`config.mk`:
```
export PLATFORM = sky130hd
export DESIGN_NAME = bnn_psum_collector
export DESIGN_NICKNAME = d
export VERILOG_FILES = /design/src/rtl/bnn_pkg.sv /design/src/rtl/bnn_bit_packer.sv /design/src/rtl/bnn_psum_collector.sv
export SDC_FILE = /design/constraint.sdc
export NUM_CORES = 1
export LEC_CHECK = 0
export ABC_CLOCK_PERIOD_IN_PS = 8100
export BUFFER_PORTS_ARGS = -buffer_cell sky130_fd_sc_hd__buf_4
export CORE_ASPECT_RATIO = 1.75
export CORE_UTILIZATION = 45
export CTS_CLUSTER_DIAMETER = 150
export CTS_CLUSTER_SIZE = 24
export DETAILED_ROUTE_END_ITERATION = 16
export PLACE_DENSITY = 0.64
export SYNTH_ARGS = -nofsm -noshare
export SYNTH_HDL_FRONTEND = slang
export SYNTH_SLANG_ARGS = --single-unit
```
`constraint.sdc`:
```
create_clock -name clk -period 8.1 [get_ports clk]
set_input_delay 0.81 -clock clk [delete_from_list [all_inputs] [get_ports clk]]
set_output_delay 0.81 -clock clk [all_outputs]
set_load 0.01 [all_outputs]
```
`src/rtl/bnn_pkg.sv`:
```
// Shared definitions for the binary-network psum collector.
//   PSUM_WIDTH_DEF / ACC_WIDTH_DEF : default beat and accumulator widths
//   pix_state_e                    : pixel FSM encoding (idle / accumulating)
//   clog2()                        : constant-foldable ceiling log2
//   sat_add()                      : unsigned add clamped to a given width, with overflow flag
package bnn_pkg;

  localparam int unsigned PSUM_WIDTH_DEF = 4;
  localparam int unsigned ACC_WIDTH_DEF  = 10;

  typedef enum logic [0:0] {
    StIdle,
    StAccum
  } pix_state_e;

  function automatic int unsigned clog2(input int unsigned value);
    int unsigned res;
    res = 0;
    for (int i = 0; i < 32; i++) begin
      if ((32'd1 << i) < value) res = i + 1;
    end
    return res;
  endfunction

  // Returns {overflow, sum}; sum clamped to 2^width-1.
  function automatic logic [32:0] sat_add(input logic [31:0] a, input logic [31:0] b,
                                          input int unsigned width);
    logic [32:0] sum;
    logic [32:0] max;
    sum = {1'b0, a} + {1'b0, b};
    max = (33'd1 << width) - 33'd1;
    if (sum > max) return {1'b1, max[31:0]};
    return {1'b0, sum[31:0]};
  endfunction

endpackage

```
`src/rtl/bnn_bit_packer.sv`:
```
// Packs single activation bits LSB-first into words and presents them over valid/ready.
// Ports:
//   clk, rst        clock, synchronous active-high reset
//   bit_valid       a pixel finished this cycle; bit_in is its activation
//   bit_in          activation bit
//   flush           request to emit a partial word at the next pixel boundary
//   pixel_open      a multi-beat pixel is in progress (no boundary unless it ends)
//   out_ready       downstream accepts
//   out_valid       out_data/out_count valid
//   out_data        packed bits, bit0 oldest, unused upper bits 0
//   out_count       number of valid bits in out_data
//   busy            bits pending or word held in output register
module bnn_bit_packer import bnn_pkg::*; #(
  parameter int unsigned PACK_WIDTH = 8,
  parameter int unsigned CNT_W      = clog2(PACK_WIDTH) + 1
) (
  input  logic                  clk,
  input  logic                  rst,
  input  logic                  bit_valid,
  input  logic                  bit_in,
  input  logic                  flush,
  input  logic                  pixel_open,
  input  logic                  out_ready,
  output logic                  out_valid,
  output logic [PACK_WIDTH-1:0] out_data,
  output logic [CNT_W-1:0]      out_count,
  output logic                  busy
);

  logic [PACK_WIDTH-1:0] pack_q, pack_d, pack_after;
  logic [CNT_W-1:0]      cnt_q, cnt_d, cnt_after;
  logic                  flush_pend_q, flush_pend_d;
  logic                  out_valid_q, out_valid_d;
  logic [PACK_WIDTH-1:0] out_data_q, out_data_d;
  logic [CNT_W-1:0]      out_count_q, out_count_d;
  logic                  pend, boundary, can_emit, flush_go, emit;

  always_comb begin
    pack_after = pack_q;
    cnt_after  = cnt_q;
    // A full word is always emitted at once, so cnt_q < PACK_WIDTH whenever a bit arrives.
    if (bit_valid) begin
      pack_after[cnt_q[CNT_W-2:0]] = bit_in;
      cnt_after                    = cnt_q + CNT_W'(1);
    end

    pend     = flush_pend_q | flush;
    boundary = bit_valid | ~pixel_open;
    can_emit = ~out_valid_q | out_ready;
    flush_go = can_emit & boundary & pend;
    emit     = can_emit & ((cnt_after == CNT_W'(PACK_WIDTH)) | (flush_go & (cnt_after != '0)));

    pack_d       = pack_after;
    cnt_d        = cnt_after;
    flush_pend_d = flush_go ? 1'b0 : pend;  // executed or dropped when nothing is packed
    out_valid_d  = out_valid_q & ~out_ready;
    out_data_d   = out_data_q;
    out_count_d  = out_count_q;
    if (emit) begin
      out_valid_d  = 1'b1;
      out_data_d   = pack_after;
      out_count_d  = cnt_after;
      pack_d       = '0;
      cnt_d        = '0;
      flush_pend_d = 1'b0;
    end
  end

  always_ff @(posedge clk) begin
    if (rst) begin
      pack_q       <= '0;
      cnt_q        <= '0;
      flush_pend_q <= 1'b0;
      out_valid_q  <= 1'b0;
      out_data_q   <= '0;
      out_count_q  <= '0;
    end else begin
      pack_q       <= pack_d;
      cnt_q        <= cnt_d;
      flush_pend_q <= flush_pend_d;
      out_valid_q  <= out_valid_d;
      out_data_q   <= out_data_d;
      out_count_q  <= out_count_d;
    end
  end

  assign out_valid = out_valid_q;
  assign out_data  = out_data_q;
  assign out_count = out_count_q;
  assign busy      = out_valid_q | (cnt_q != '0);

endmodule

```
`src/rtl/bnn_psum_collector.sv`:
```
// Collects popcount beats from an XNOR PE column, accumulates them per output pixel over
// input channels, thresholds to a binary activation and packs activations into words.
// Ports:
//   clk, rst        clock, synchronous active-high reset
//   cfg_num_ch      beats per pixel (0 treated as 1), sampled on the first beat of a pixel
//   cfg_threshold   activation = (sum >= threshold), sampled on the last beat
//   psum_valid/psum_ready/psum_in   beat input handshake
//   flush           emit partially packed word at the next pixel boundary
//   out_valid/out_ready/out_data/out_count   packed word output handshake
//   busy            pixel in progress, bits pending, or word held
//   err_overflow    sticky accumulator saturation flag
module bnn_psum_collector import bnn_pkg::*; #(
  parameter int unsigned PSUM_WIDTH = PSUM_WIDTH_DEF,
  parameter int unsigned ACC_WIDTH  = ACC_WIDTH_DEF,
  parameter int unsigned CH_CNT_W   = 6,
  parameter int unsigned PACK_WIDTH = 8,
  localparam int unsigned CNT_W     = clog2(PACK_WIDTH) + 1
) (
  input  logic                  clk,
  input  logic                  rst,
  input  logic [CH_CNT_W-1:0]   cfg_num_ch,
  input  logic [ACC_WIDTH-1:0]  cfg_threshold,
  input  logic                  psum_valid,
  output logic                  psum_ready,
  input  logic [PSUM_WIDTH-1:0] psum_in,
  input  logic                  flush,
  output logic                  out_valid,
  input  logic                  out_ready,
  output logic [PACK_WIDTH-1:0] out_data,
  output logic [CNT_W-1:0]      out_count,
  output logic                  busy,
  output logic                  err_overflow
);

  pix_state_e           state_q, state_d;
  logic [CH_CNT_W-1:0]  ch_cnt_q, ch_cnt_d;
  logic [CH_CNT_W-1:0]  num_ch_q, num_ch_d;
  logic [ACC_WIDTH-1:0] acc_q, acc_d, acc_next;
  logic                 err_q, err_d;
  logic [CH_CNT_W-1:0]  cfg_num_eff, num_ch_cur;
  logic [32:0]          sat_res;
  logic                 accept, last_beat, act_bit, packer_busy;
  logic                 unused_sat;

  assign psum_ready  = ~(out_valid & ~out_ready);
  assign accept      = psum_valid & psum_ready;
  assign cfg_num_eff = (cfg_num_ch == '0) ? CH_CNT_W'(1) : cfg_num_ch;
  // Channel count is live from config on the first beat, latched afterwards.
  assign num_ch_cur  = (state_q == StIdle) ? cfg_num_eff : num_ch_q;
  assign last_beat   = accept & (ch_cnt_q == num_ch_cur - CH_CNT_W'(1));

  assign sat_res    = sat_add(32'(acc_q), 32'(psum_in), ACC_WIDTH);
  assign acc_next   = sat_res[ACC_WIDTH-1:0];
  assign unused_sat = ^sat_res[31:ACC_WIDTH];
  assign act_bit    = acc_next >= cfg_threshold;

  always_comb begin
    state_d  = state_q;
    ch_cnt_d = ch_cnt_q;
    num_ch_d = num_ch_q;
    acc_d    = acc_q;
    err_d    = err_q | (accept & sat_res[32]);
    if (accept) begin
      if (state_q == StIdle) num_ch_d = cfg_num_eff;
      if (last_beat) begin
        state_d  = StIdle;
        ch_cnt_d = '0;
        acc_d    = '0;
      end else begin
        state_d  = StAccum;
        ch_cnt_d = ch_cnt_q + CH_CNT_W'(1);
        acc_d    = acc_next;
      end
    end
  end

  always_ff @(posedge clk) begin
    if (rst) begin
      state_q  <= StIdle;
      ch_cnt_q <= '0;
      num_ch_q <= '0;
      acc_q    <= '0;
      err_q    <= 1'b0;
    end else begin
      state_q  <= state_d;
      ch_cnt_q <= ch_cnt_d;
      num_ch_q <= num_ch_d;
      acc_q    <= acc_d;
      err_q    <= err_d;
    end
  end

  bnn_bit_packer #(
    .PACK_WIDTH(PACK_WIDTH),
    .CNT_W     (CNT_W)
  ) u_packer (
    .clk       (clk),
    .rst       (rst),
    .bit_valid (last_beat),
    .bit_in    (act_bit),
    .flush     (flush),
    .pixel_open(state_q == StAccum),
    .out_ready (out_ready),
    .out_valid (out_valid),
    .out_data  (out_data),
    .out_count (out_count),
    .busy      (packer_busy)
  );

  assign busy         = (state_q == StAccum) | packer_busy;
  assign err_overflow = err_q;

endmodule

```
## Word-level counts from Yosys, hierarchy flattened

Index checks and enable logic that the tools add are counted.

- Register bits after elaboration: 50
- Word-level logic and storage cells: 60

- Add/subtract/negate cells: 4
- Magnitude comparators: 4
- Equal/unequal tests: 2
- Mux-type cells: 14
- Bitwise gates (word level): 19
- Reduce and logical (&&, ||, !) cells: 6

Operators with widths:

| cell | number |
|---|---|
| $mux W33 | 2 |
| $mux W6 | 3 |
| $add A10 B4 Y11 | 1 |
| $gt A11 B10 Y1 const B | 1 |
| $ge A10 B10 Y1 | 1 |
| $mux W10 | 1 |
| $and A1 B1 Y1 | 8 |
| $bwmux W8 | 1 |
| $mux W8 | 1 |
| $reduce_bool A4 Y1 | 2 |
| $or A1 B1 Y1 | 7 |
| $add A6 B1 Y6 const B | 1 |
| $eq A6 B6 Y1 | 1 |
| $logic_not A6 Y1 | 1 |
| $sub A6 B1 Y6 const B | 1 |
| $add A4 B1 Y4 const B | 1 |
| $eq A4 B4 Y1 const B | 1 |
| $lt A3 B4 Y1 const B | 1 |
| $mux W1 | 4 |
| $mux W4 | 1 |
| $not A1 Y1 | 4 |
| $demux W1 S3 | 1 |
| $ge A3 B1 Y1 const B | 1 |
| $reduce_or A3 Y1 | 1 |
| other kinds (2) | 2 |

## Longest topological paths before layout

- Depth in word-level cells: 13
- Mapped depth: 17
- Depth with buffers taken out: 17

## Modules after synthesis

Synthesis repeated with hierarchy kept, for this count alone.

- Cells, all modules: 361
- Area, all modules: 3116.7 um2

By module, submodules not included:

| module | times used | cells each | area an instance (um2) | sequential area each (um2) |
|---|---|---|---|---|
| bnn_psum_collector | 1 | 234 | 1843.0 | 480.5 |
| bnn_bit_packer | 1 | 127 | 1273.7 | 520.5 |

## Worst setup path before layout

No wires, ideal clock.

- Kind: input -> register
- From: input psum_in[0]
- To: register u_packer.out_data_q[1], in the netlist u_packer.out_data[1]
- Arrival: 4.465 ns
- Required time: 7.967 ns
- Path slack: 3.502 ns
- Stages: 16
- Path buffers: 1
- Path through: ha_1 fa_1 a21o_1 a21oi_1 nor2b_1 nand3_1 or2_2 clkbuf_1 nand2_1 ha_1 a2111o_1 a31oi_1 o21ai_0 a221oi_1 and3_1 o41ai_2

- Word-level cells in the longest chain between the ends: 7

Ends and longest elaborated chain:

| element | RTL line | text |
|---|---|---|
| start: declaration | bnn_psum_collector.sv:25 | `input logic [PSUM_WIDTH-1:0] psum_in,` |
| $add A10 B4 Y11 * | bnn_pkg.sv:30 | `sum = {1'b0, a} + {1'b0, b};` |
| $gt A11 B10 Y1 | bnn_pkg.sv:32 | `if (sum > max) return {1'b1, max[31:0]};` |
| $mux W1 | bnn_pkg.sv:32 |  |
| $mux W33 * | bnn_pkg.sv:33 | `return {1'b0, sum[31:0]};` |
| $ge A10 B10 Y1 * | bnn_psum_collector.sv:55 | `assign act_bit = acc_next >= cfg_threshold;` |
| $bwmux W8 * | bnn_bit_packer.sv:43 | `pack_after[cnt_q[CNT_W-2:0]] = bit_in;` |
| $mux W8 * | bnn_bit_packer.sv:42 | `if (bit_valid) begin` |
| end signal: assignment | bnn_bit_packer.sv:82 | `out_data_q <= out_data_d;` |
| end: declaration | bnn_bit_packer.sv:34 | `logic [PACK_WIDTH-1:0] out_data_q, out_data_d;` |

Mark *: on every way between the ends. The rest lies on a longest branch, timed or not.
A chain may end at the register's enable or synchronous reset.

## Worst setup path after layout

- From: register state_q
- To: register u_packer.cnt_q[2]

- Word-level cells in the longest chain between the ends: 11

Ends and longest elaborated chain:

| element | RTL line | text |
|---|---|---|
| start: declaration | bnn_psum_collector.sv:35 | `pix_state_e state_q, state_d;` |
| start signal: assignment | bnn_psum_collector.sv:79 | `state_q <= StIdle;` |
| start signal: assignment | bnn_psum_collector.sv:85 | `state_q <= state_d;` |
| $mux W6 | -- |  |
| $sub A6 B1 Y6 | bnn_psum_collector.sv:50 | `assign last_beat = accept & (ch_cnt_q == num_ch_cur - CH_CNT_W'(1));` |
| $eq A6 B6 Y1 | bnn_psum_collector.sv:50 |  |
| $and A1 B1 Y1 | bnn_psum_collector.sv:50 |  |
| $or A1 B1 Y1 | bnn_bit_packer.sv:48 | `boundary = bit_valid \| ~pixel_open;` |
| $and A1 B1 Y1 (2 in a row) | bnn_bit_packer.sv:50 | `flush_go = can_emit & boundary & pend;` |
| $and A1 B1 Y1 | bnn_bit_packer.sv:51 | `emit = can_emit & ((cnt_after == CNT_W'(PACK_WIDTH)) \| (flush_go & (cnt_after != '0)));` |
| $or A1 B1 Y1 | bnn_bit_packer.sv:51 |  |
| $and A1 B1 Y1 | bnn_bit_packer.sv:51 |  |
| $reduce_or A2 Y1 (no source line) | -- |  |
| end signal: assignment | bnn_bit_packer.sv:79 | `cnt_q <= cnt_d;` |
| end: declaration | bnn_bit_packer.sv:31 | `logic [CNT_W-1:0] cnt_q, cnt_d, cnt_after;` |

Parallel ways exist; a longest one is shown, timed or not.

==> results.yml <==
setup_path:
  ff2ff_setup_slack_ns: 3.68
  cp_top_family: "simple AND/OR/NAND/NOR gates"
  r2r-end: "u_packer.cnt_q[2]"
  path_cells: "mux2_2, a21oi_4, ha_1, xor2_1, xnor2_1, nor3_1, nand3_1, or4_4, o211a_1, o21ai_2, and2b_1"
  cp-start-kind: "register"
  r2r-start: "state_q"
  worst-path-buf-inv: 0
  cp_slowest_stage_delay_ns: 0.81
  ff2ff_path_depth: 11
  critPathKind: "reg2reg"
  crit_arrival_ns: 4.60
  required_ns: 8.28
  path_depth: 11
  end_kind: "register"
  cpMaxStageDelayCell: "dfxtp_1"
  endpoint: "u_packer.cnt_q[2]"
  crit_path_max_fanout: 21
  startpoint: "state_q"
floorplan:
  die_w_um: 64.2
  core_area_um2: 6540
  row_count: 39
  num_io_pins: 41
  dieArea_um2: 7110
  die_h_um: 111
  start_util_pct: 46.5
routing:
  vias: 2636
  wire_per_inst_um: 16.5
  drc: 0
  firstDrtPassIters: 4
  postRouteAntennaNets: 0
  vias_per_cell: 5.77
  drt_iter0_drc: 165
  wl_um: 7530
finish:
  fin_nets: 418
  utilization_pct: 54.0
  area_growth_pct: 16.0
  diodes: 0
  finalNonFillerCells: 457
  drive_gt1_share_pct: 21.9
sta:
  period_share_pct: 54.5
  hold_viol_final: 0
  relSlewSlack_pct: 32.2
  setup_slack_ns: 3.68
  slew_violations: 0
  tightest_slew_ns: 1.01
  finalCriticalPeriod_ns: 4.42
  clock_skew_ns: 0.00716
  rsz0062_at_grt: "false"
  tns_ns: 0
  setup_viol: 0
  fmax_mhz: 226
cts:
  insertion_delay_ns: 0.29
  post-cts-setup-buffers: 0
  tritoncts: "done"
  cts_made_buffers: 5
  hold_buffers: 0
  cts.repair.resized: 0
  htree_levels: 2
  clock_sinks: 50
  cts_buffer_depth: 2
  path_clk_slew_ns: 0.07
  cts_root_buf: "clkbuf_16"
global_route:
  grt_usage_pct: 22.3
  grtUsageMet1_pct: 23.6
  antenna_found_initial: 0
  busiest_layer: "met2"
  grt_max_degree: 37
  grt_overflow: 0
  grt_pass1_wl_um: 12400
  use_met3_pct: 3.70
  grt_pass1_vias: 2573
  use_met2_pct: 42.2
place:
  pre_cts_ws_ns: 3.61
  port_buffers: 40
  place.gp.congestion: 0.827
  post-dp-hpwl_um: 5770
  dp_cells: 449
synth:
  synth_fp_nets: 388
  yosys_warnings: 0
  syn_inst: 344
  synth-edff-count: 0
  async_flop_share_pct: 0
  synthTopCellsByArea: "dfxtp_1, ha_1, a21oi_1"
  syn_area_um2: 3040
  yosysTopAreaCell: "dfxtp_1"
  synth-seq-cells: 50
  synth_cell_types: 62
  synth.yosys.seq_area_share_pct: 32.9
  synth_top_flop_cell: "dfxtp_1"
  synth.avg_cell_area_um2: 8.84
  synth_top_area_share_pct: 32.9
pwr:
  vdd.ir_drop.worst_mv: 0.0961
  p_leak_nw: 1.45
  power_density_nw_per_um2: 175
run_status:
  status: "finished clean"
job:
  maxCapViolCount: 0
worst_hold_path:
  min_path_type: "reg2reg"
-- where the power goes --
part           switching, W  total [W]  leakage, nW  internal (W)
Clock             0.0000923   0.000239       0.0842      0.000146
Sequential       0.00000904   0.000263        0.406      0.000254
Combinational     0.0000653   0.000115        0.963     0.0000493
Total              0.000167   0.000616         1.45      0.000450
-- routing by layer --
layer  vias up  part of all wire (%)
met2        58                    56
met3        19                   3.5
met5         -                     0
met4         0                   2.9
li1       1313                     -
met1      1246                    37
-- stage by stage --
stage               cell area, um^2  power [W]  hold WS (ns)
detailed placement             3360   0.000383         0.449
floorplan                      3040   0.000352         0.436
CTS                            3530   0.000623         0.458
global route                   3530   0.000646         0.474
finish                         3530   0.000616         0.456
global placement               3360   0.000382         0.446
-- cells by family after synthesis --
logic type | after synthesis | share of synthesized area (%)
muxes | 9 | 3.09
adders and majority gates | 19 | 8.06
DFF | 50 | 32.9
xor gates and xnor gates | 20 | 5.76
and+or+nand+nor | 117 | 20.4
buffers and inverters | 31 | 4.61
AOI/OAI and AO/OA | 98 | 25.2
-- state kept, by name, summed over array words and instances, names as in the netlist --
register	count
err_overflow	1
u_packer.flush_pend_q	1
acc_q	10
u_packer.out_valid	1
ch_cnt_q	6
u_packer.cnt_q	4
u_packer.pack_q	8
num_ch_q	6
u_packer.out_data	8
state_q	1
u_packer.out_count	4
-- cells in the mapped netlist, drive strengths merged (3+ instances only) --
master,instances
a21o,3
inv,13
ha,18
buf,4
mux2,3
nor2b,5
a41oi,3
and3,5
a31oi,3
nand3,11
a31o,3
o21ai,14
dfxtp,50
a22oi,3
and2,4
o211ai,7
xnor2,11
nand2,24
mux2i,6
a211oi,9
nor3,19
o31ai,6
nor2,31
o41ai,3
a21oi,31
xor2,9
nand2b,5
clkbuf,14
-- cell usage in the layout, fill, tap and decap left out, drive strengths merged, types with 6 or more instances in the layout --
cell type / count
dfxtp: 50
buf: 41
a21oi: 31
nor2: 31
nand2: 24
nor3: 19
ha: 18
inv: 14
o21ai: 14
nand3: 11
xnor2: 11
xor2: 9
a211oi: 9
o211ai: 7
mux2i: 6
o31ai: 6
-- worst reg2reg max path, cell delays in order (launching register included) --
cell and delay (ns):
dfxtp_1 0.81, mux2_2 0.44, a21oi_4 0.23, ha_1 0.23
xor2_1 0.18, xnor2_1 0.10, nor3_1 0.19, nand3_1 0.31
or4_4 0.62, o211a_1 0.29, o21ai_2 0.65, and2b_1 0.26
-- cell type report --
class                           count  area (um^2)
Fill cell                         645         3010
Multi-Input combinational cell    263         1900
Sequential cell                    50         1000
Timing Repair Buffer               41          308
Clock buffer                        5          125
Tap cell                           82          103
Inverter                           13         48.8
Clock inverter                      3         43.8
-- how the worst min path moves through the flow --
stage                  start        to  depth (start not counted)
floorplan           acc_q[0]  acc_q[0]                          2
global placement    acc_q[0]  acc_q[0]                          2
detailed placement  acc_q[3]  acc_q[3]                          2
CTS                 acc_q[3]  acc_q[3]                          2
global route        acc_q[0]  acc_q[0]                          2
finish              acc_q[3]  acc_q[3]                          2
(Power assumes the default switching activity.)
